--- src/rtl/census_disparity.sv ---
// census_disparity: streaming stereo matcher over 8-bit census codes.
// For each left pixel, Hamming costs are formed against the current and the
// MAX_DISP-1 previous right codes. Candidates that would reach left of column 0
// are masked with a sentinel. A two-stage binary min-tree then selects the
// winner, lowest disparity first on a tie. The pipeline has a fixed latency of
// three cycles and no backpressure.
`timescale 1ns/1ps

module census_disparity #(
    parameter int ROW_SZ   = 320,
    parameter int COL_SZ   = 240,
    parameter int MAX_DISP = 16,
    localparam int DISP_W  = $clog2(MAX_DISP)
) (
    input  logic              clk,
    input  logic              reset,
    input  logic [7:0]        in_left,
    input  logic [7:0]        in_right,
    input  logic [9:0]        in_x,
    input  logic [9:0]        in_y,
    input  logic              in_valid,
    output logic [DISP_W-1:0] out_disp,
    output logic [3:0]        out_cost,
    output logic [9:0]        out_x,
    output logic [9:0]        out_y,
    output logic              out_valid
);

    // Tree split: stage 2 takes the first ceil(DISP_W/2) levels, stage 3 the rest.
    localparam int L1 = (DISP_W + 1) / 2;
    localparam int L2 = DISP_W - L1;
    localparam int N2 = MAX_DISP >> L1;

    if (((MAX_DISP & (MAX_DISP - 1)) != 0) || (MAX_DISP < 4) || (MAX_DISP > 64) ||
        (ROW_SZ > 1024) || (COL_SZ > 1024)) begin : g_param_check
        $error("census_disparity: MAX_DISP must be a power of 2 in 4..64, frame <= 1024x1024");
    end

    function automatic logic [3:0] popcount8(input logic [7:0] v);
        logic [3:0] n;
        n = '0;
        for (int i = 0; i < 8; i++) n = n + 4'(v[i]);
        return n;
    endfunction

    logic [7:0]        hist    [MAX_DISP-1];
    logic [7:0]        cand    [MAX_DISP];
    logic [3:0]        cost_d  [MAX_DISP];

    logic [3:0]        s1_cost [MAX_DISP];
    logic [9:0]        s1_x, s1_y;
    logic              s1_valid;

    logic [3:0]        s2n_cost [N2];
    logic [DISP_W-1:0] s2n_disp [N2];
    logic [3:0]        s2_cost  [N2];
    logic [DISP_W-1:0] s2_disp  [N2];
    logic [9:0]        s2_x, s2_y;
    logic              s2_valid;

    logic [3:0]        fin_cost;
    logic [DISP_W-1:0] fin_disp;

    // Right-census history: shifts one place per accepted pixel, cleared by reset.
    always_ff @(posedge clk) begin
        // NOTE: non-blocking assignments make every entry take its neighbour's pre-edge value.
        if (reset) begin
            for (int k = 0; k < MAX_DISP - 1; k++) hist[k] <= '0;
        end else if (in_valid) begin
            hist[0] <= in_right;
            for (int k = 1; k < MAX_DISP - 1; k++) hist[k] <= hist[k-1];
        end
    end

    // Masked Hamming cost for every candidate disparity.
    always_comb begin
        // NOTE: every element is assigned on each evaluation, so no latch is inferred.
        cand[0] = in_right;
        for (int d = 1; d < MAX_DISP; d++) cand[d] = hist[d-1];
        for (int d = 0; d < MAX_DISP; d++) begin
            cost_d[d] = (10'(d) > in_x) ? 4'hF : popcount8(in_left ^ cand[d]);
        end
    end

    // Stage 1 valid: cleared by reset so in-flight results are dropped.
    always_ff @(posedge clk) begin
        if (reset) s1_valid <= 1'b0;
        else       s1_valid <= in_valid;
    end

    // Stage 1 data: costs and coordinates, advancing every cycle.
    always_ff @(posedge clk) begin
        // NOTE: data registers are not reset; a cleared valid bit already discards them.
        s1_cost <= cost_d;
        s1_x    <= in_x;
        s1_y    <= in_y;
    end

    // First tree levels: adjacent pairs, lower cost wins, lower index on a tie.
    always_comb begin : stage2_tree
        logic [3:0]        wc [MAX_DISP];
        logic [DISP_W-1:0] wd [MAX_DISP];
        for (int i = 0; i < MAX_DISP; i++) begin
            wc[i] = s1_cost[i];
            wd[i] = DISP_W'(i);
        end
        for (int lvl = 0; lvl < L1; lvl++) begin
            for (int i = 0; i < (MAX_DISP >> (lvl + 1)); i++) begin
                if (wc[2*i+1] < wc[2*i]) begin
                    wc[i] = wc[2*i+1];
                    wd[i] = wd[2*i+1];
                end else begin
                    wc[i] = wc[2*i];
                    wd[i] = wd[2*i];
                end
            end
        end
        for (int g = 0; g < N2; g++) begin
            s2n_cost[g] = wc[g];
            s2n_disp[g] = wd[g];
        end
    end

    // Stage 2 valid.
    always_ff @(posedge clk) begin
        if (reset) s2_valid <= 1'b0;
        else       s2_valid <= s1_valid;
    end

    // Stage 2 data: partial minima and coordinates.
    always_ff @(posedge clk) begin
        s2_cost <= s2n_cost;
        s2_disp <= s2n_disp;
        s2_x    <= s1_x;
        s2_y    <= s1_y;
    end

    // Remaining tree levels down to the single winner.
    always_comb begin : stage3_tree
        logic [3:0]        wc [N2];
        logic [DISP_W-1:0] wd [N2];
        for (int i = 0; i < N2; i++) begin
            wc[i] = s2_cost[i];
            wd[i] = s2_disp[i];
        end
        for (int lvl = 0; lvl < L2; lvl++) begin
            for (int i = 0; i < (N2 >> (lvl + 1)); i++) begin
                if (wc[2*i+1] < wc[2*i]) begin
                    wc[i] = wc[2*i+1];
                    wd[i] = wd[2*i+1];
                end else begin
                    wc[i] = wc[2*i];
                    wd[i] = wd[2*i];
                end
            end
        end
        fin_cost = wc[0];
        fin_disp = wd[0];
    end

    // Output stage: result fields load only with a valid result and hold otherwise.
    always_ff @(posedge clk) begin
        if (reset) begin
            out_valid <= 1'b0;
            out_disp  <= '0;
            out_cost  <= '0;
            out_x     <= '0;
            out_y     <= '0;
        end else begin
            out_valid <= s2_valid;
            if (s2_valid) begin
                out_disp <= fin_disp;
                out_cost <= fin_cost;
                out_x    <= s2_x;
                out_y    <= s2_y;
            end
        end
    end

endmodule

--- config.mk ---
export PLATFORM = sky130hd
export DESIGN_NAME = census_disparity
export DESIGN_NICKNAME = d
export VERILOG_FILES = /design/src/rtl/census_disparity.sv
export SDC_FILE = /design/constraint.sdc
export NUM_CORES = 1
export LEC_CHECK = 0
export ABC_AREA = 1
export BUFFER_PORTS_ARGS = -buffer_cell sky130_fd_sc_hd__buf_2
export CAP_MARGIN = 20
export CORE_ASPECT_RATIO = 0.6
export CORE_MARGIN = 2
export CORE_UTILIZATION = 40
export DETAILED_ROUTE_END_ITERATION = 12
export HOLD_SLACK_MARGIN = 0.02
export PLACE_DENSITY_LB_ADDON = 0.15
export SYNTH_ARGS = -nofsm -noshare
export SYNTH_HDL_FRONTEND = slang
export SYNTH_SLANG_ARGS = --single-unit
--- constraint.sdc ---
create_clock -name clk -period 5.5 [get_ports clk]
set_clock_uncertainty 0.1 [all_clocks]
set_input_delay 0.275 -clock clk [delete_from_list [all_inputs] [get_ports clk]]
set_output_delay 0.275 -clock clk [all_outputs]
set_load 0.02 [all_outputs]
==> results.txt <==
The synthesis-stage register bit count is between 200 and 300. The sequential cell area in the final layout came out at 6790 um^2. The routed via count is a little over 9000. The worst stage delay on the critical path is roughly 570 ps.

The share of the yosys chip area belonging to registers came out at between 40 and 50%. The most numerous cell type found on the critical path is fa_1. The post-synthesis average cell area came out at around 9.6 um^2. The worst setup path is launched from a flop.

The total overflow reported by the global router came out at 0. Once the floorplan was initialized, standard cells occupied 40.9% of the core. The total I/O pin count is just under 70. The count of cells resized by post-cts repair came out at 0. The count of nets left with antenna violations once routing finished came out at 0. In the final layout, the share of cells above drive strength 1 is 9.46%. The share of flip-flops with an asynchronous set or reset after synthesis came out at 0%. The type of destination of the critical path is a flop. The count of buffer and inverter cells on the critical path is 3. At the worst endpoint, the arrival time is around 3800 ps. The worst-skew pair later-pin latency is 580 ps. The final count of hold timing violations was 0. Routability-driven placement finished with a final weighted congestion of between 0.7 and 0.8.

IR analysis of the VDD net gives a maximum drop of 0.300 mV. From synthesis to final layout, the design area changed by 14.8%. The path class of the tightest hold or removal check is in -> reg. The number of DRC violations after detailed-routing iteration 0 came out at about 560. The die area came out at 37500 um^2. In this run the horizontal extent of the chip is around 250 um. The global-route usage over all layers came out at approximately 16%.

Summing all multi-input logic gate instances after layout gives between 6000 and 7000 um^2. CTS built an H-tree with a depth of 1. The number of distinct library cells after synthesis is 33. The first global-routing pass estimated ~48000 um of wire.

Setup repair after global routing left no endpoint under its margin. The worst max-slew margin expressed relative to the limit came out at 40.2%. The net count of the mapped netlist is ~1700.

The most instantiated flip-flop cell in the synthesis netlist is dfxtp_1. The clock tree from TritonCTS is built. The layout has around 3400 filler cells. CTS saw 279 sinks. The clock transition at the register clock pins on the worst setup and hold paths after CTS came out at 60 ps. The final worst-path cycle share came out at 61.8%. The die is roughly 150 um tall. The summed instance area of the synthesized netlist came out at 14400 um^2. The length of the first detailed-routing pass in iterations came out at 4. The xor/xnor share of the synthesized area is between 8 and 9%. The buffer levels on the longest clock path came out at 3. The register-to-register setup slack came out at approximately 2100 ps.

STA puts the critical path data required time at about 5900 ps. The number of flops mapped to enable cells by yosys came out at between 100 and 150. The cell family contributing the most delay on the critical path is adder cells. The initial antenna violation count came out at 1.

The largest fanout on the critical path is 2. The number of antenna diodes in the final layout is 0. The peak clock frequency supported by timing is 294 MHz. The synthesized-area fraction occupied by adder cells came out at about 18%. After detailed routing, the total wire length is about 30000 um. The post-detailed-route wirelength per cell is 14.5 um. The total of max-cap violations is 0. The number of global-route vias before repair is around 9000. The root buffer cell chosen for the clock tree is clkbuf_16. The number of buffer cells added on primary ports is 67. The placeable core region came out at between 30000 and 40000 um^2.

The run finished with clean final reports. After Yosys synthesis, and, or, nand and nor cells account for ~10% of the synthesized area. In the synthesized netlist, mux cells make up less than 1% of the area. The number of max-slew violations in the final report came out at 0. The transition time at the pin with the least slew margin came out at 889 ps. The TritonCTS buffer count came out at 29. The complex-gate fraction of the synthesized area is around 5.6%.

The type of the worst setup path is reg -> reg. The Yosys step of the flow raised 0 warnings. The areal power density over the cells is 555 nW/um^2. Once detailed placement completed, the half-perimeter wirelength came to ~22000 um. Counting I/O delays and the setup requirement, the final critical path takes 3400 ps. The number of core rows is 53.

Setup violations remaining at the end of the flow were counted as 0. Traced cell by cell, the critical path runs through xor2_1, fa_1, fa_1, inv_1, fa_1, inv_1, ha_1, inv_1, fa_1, xor2_1, nand2_1. Entering global routing, the biggest net connects 121 pins. The placed instances occupy a cell area of 15200 um^2. By area, the combinational part of the netlist is dominated by adder cells. After routing the design area is roughly 17000 um^2.

The via density per instance came out at around 4.4. The slowest cell on the critical path is fa_1. The sum of negative setup slack is 0 ps. At the end of the flow, the number of nets in the layout was 1791. The cell count after synthesis came out at approximately 1500. The DRC violations left came out at 0. The static leakage power came out at between 0.007 and 0.008 uW.
-- stage by stage --
step	hold slack, ps	power (uW)	util, %	worst slack [ps]	cells
2_1_floorplan	203	6070	-	1760	1493
3_3_place_gp	210	7000	43.1	1780	1992
3_5_place_dp	212	7090	43.1	1740	1992
4_1_cts	170	9270	46.9	2080	2074
5_1_grt	213	10100	46.9	1910	2074
6_report	194	9160	46.9	2100	2074
-- cell usage in the layout (no fill, tap or decap), types with 23 or more instances in the layout --
master,count
xnor2_1,64
nor2_1,186
nand2_1,144
o21ai_1,23
dfxtp_1,159
buf_2,67
o21ai_0,73
ha_1,103
a21oi_1,34
inv_1,345
fa_1,64
xor2_1,80
edfxtp_1,120
clkbuf_16,34
dlygate4sd3_1,29
-- worst min-delay path, cell delays in order --
cell	delay (ps)
buf_2	90
buf_4	290
nor2_1	160
-- timing repair --
action | in CTS | in global routing
hold buffers | 29 | 0
hold endpoints to repair | 30 | 0
setup buffers | 0 | 0
-- registers in the layout (all words and copies together), names as in the netlist --
signal / flops
out_valid: 1
out_y: 10
s2_y: 10
s2_valid: 1
out_cost: 4
s1_x: 10
hist: 120
s1_y: 10
out_x: 10
s2_cost: 16
s1_valid: 1
s2_disp: 8
out_disp: 4
s2_x: 10
s1_cost: 64
-- layout make-up --
class                           instances  area share, %
Sequential cell                       279           41.1
Clock inverter                         13          0.810
Clock buffer                           40           5.49
Inverter                              347           7.89
Tap cell                              467           3.54
Timing Repair Buffer                  100           4.04
Multi-Input combinational cell        828           37.1
-- synthesized netlist by cell type, types with 9 or more instances --
library cell / number / area, um^2
nand2_1: 145 / 544
clkbuf_1: 26 / 97.6
edfxtp_1: 120 / 3600
nor2_1: 186 / 698
ha_1: 103 / 1290
o21ai_1: 23 / 115
nand2_2: 13 / 81.3
inv_1: 344 / 1290
dfxtp_1: 159 / 3180
xor2_1: 80 / 701
o21ai_0: 73 / 365
buf_2: 9 / 45.0
fa_1: 64 / 1280
xnor2_1: 64 / 561
a21oi_1: 34 / 170
-- metal layers --
layer | up-vias | global-route usage, % | wire [um]
met5 | - | 0 | 0
met4 | 0 | 2.88 | 453
met3 | 28 | 2.72 | 1060
met2 | 97 | 22.3 | 11100
met1 | 4211 | 27.1 | 17500
li1 | 4712 | - | -
-- power by group --
part	total (uW)	switching, uW	internal [uW]
sequential	2840	199	2640
combinational	4210	2600	1610
clock	2120	865	1250
total	9160	3660	5500
-- worst paths after layout --
check | start | end | cells after the start
setup / recovery | hist[0][51] | s1_cost[34] | 11
setup reg to reg | hist[0][51] | s1_cost[34] | 11
hold / removal | reset | out_valid | 3
hold reg to reg | s1_x[6] | s2_x[6] | 0
-- logic make-up after synthesis --
| kind of cell | count (synthesis) |
|---|---|
| AO/OA/AOI/OAI | 151 |
| XOR/XNOR | 144 |
| adder cells (fa/ha/maj) | 167 |
| buffers and inverters | 386 |
| flip-flops | 279 |
| multiplexers | 4 |
| AND/OR/NAND/NOR | 362 |
No activity file was read; power rests on OpenSTA's default activity.
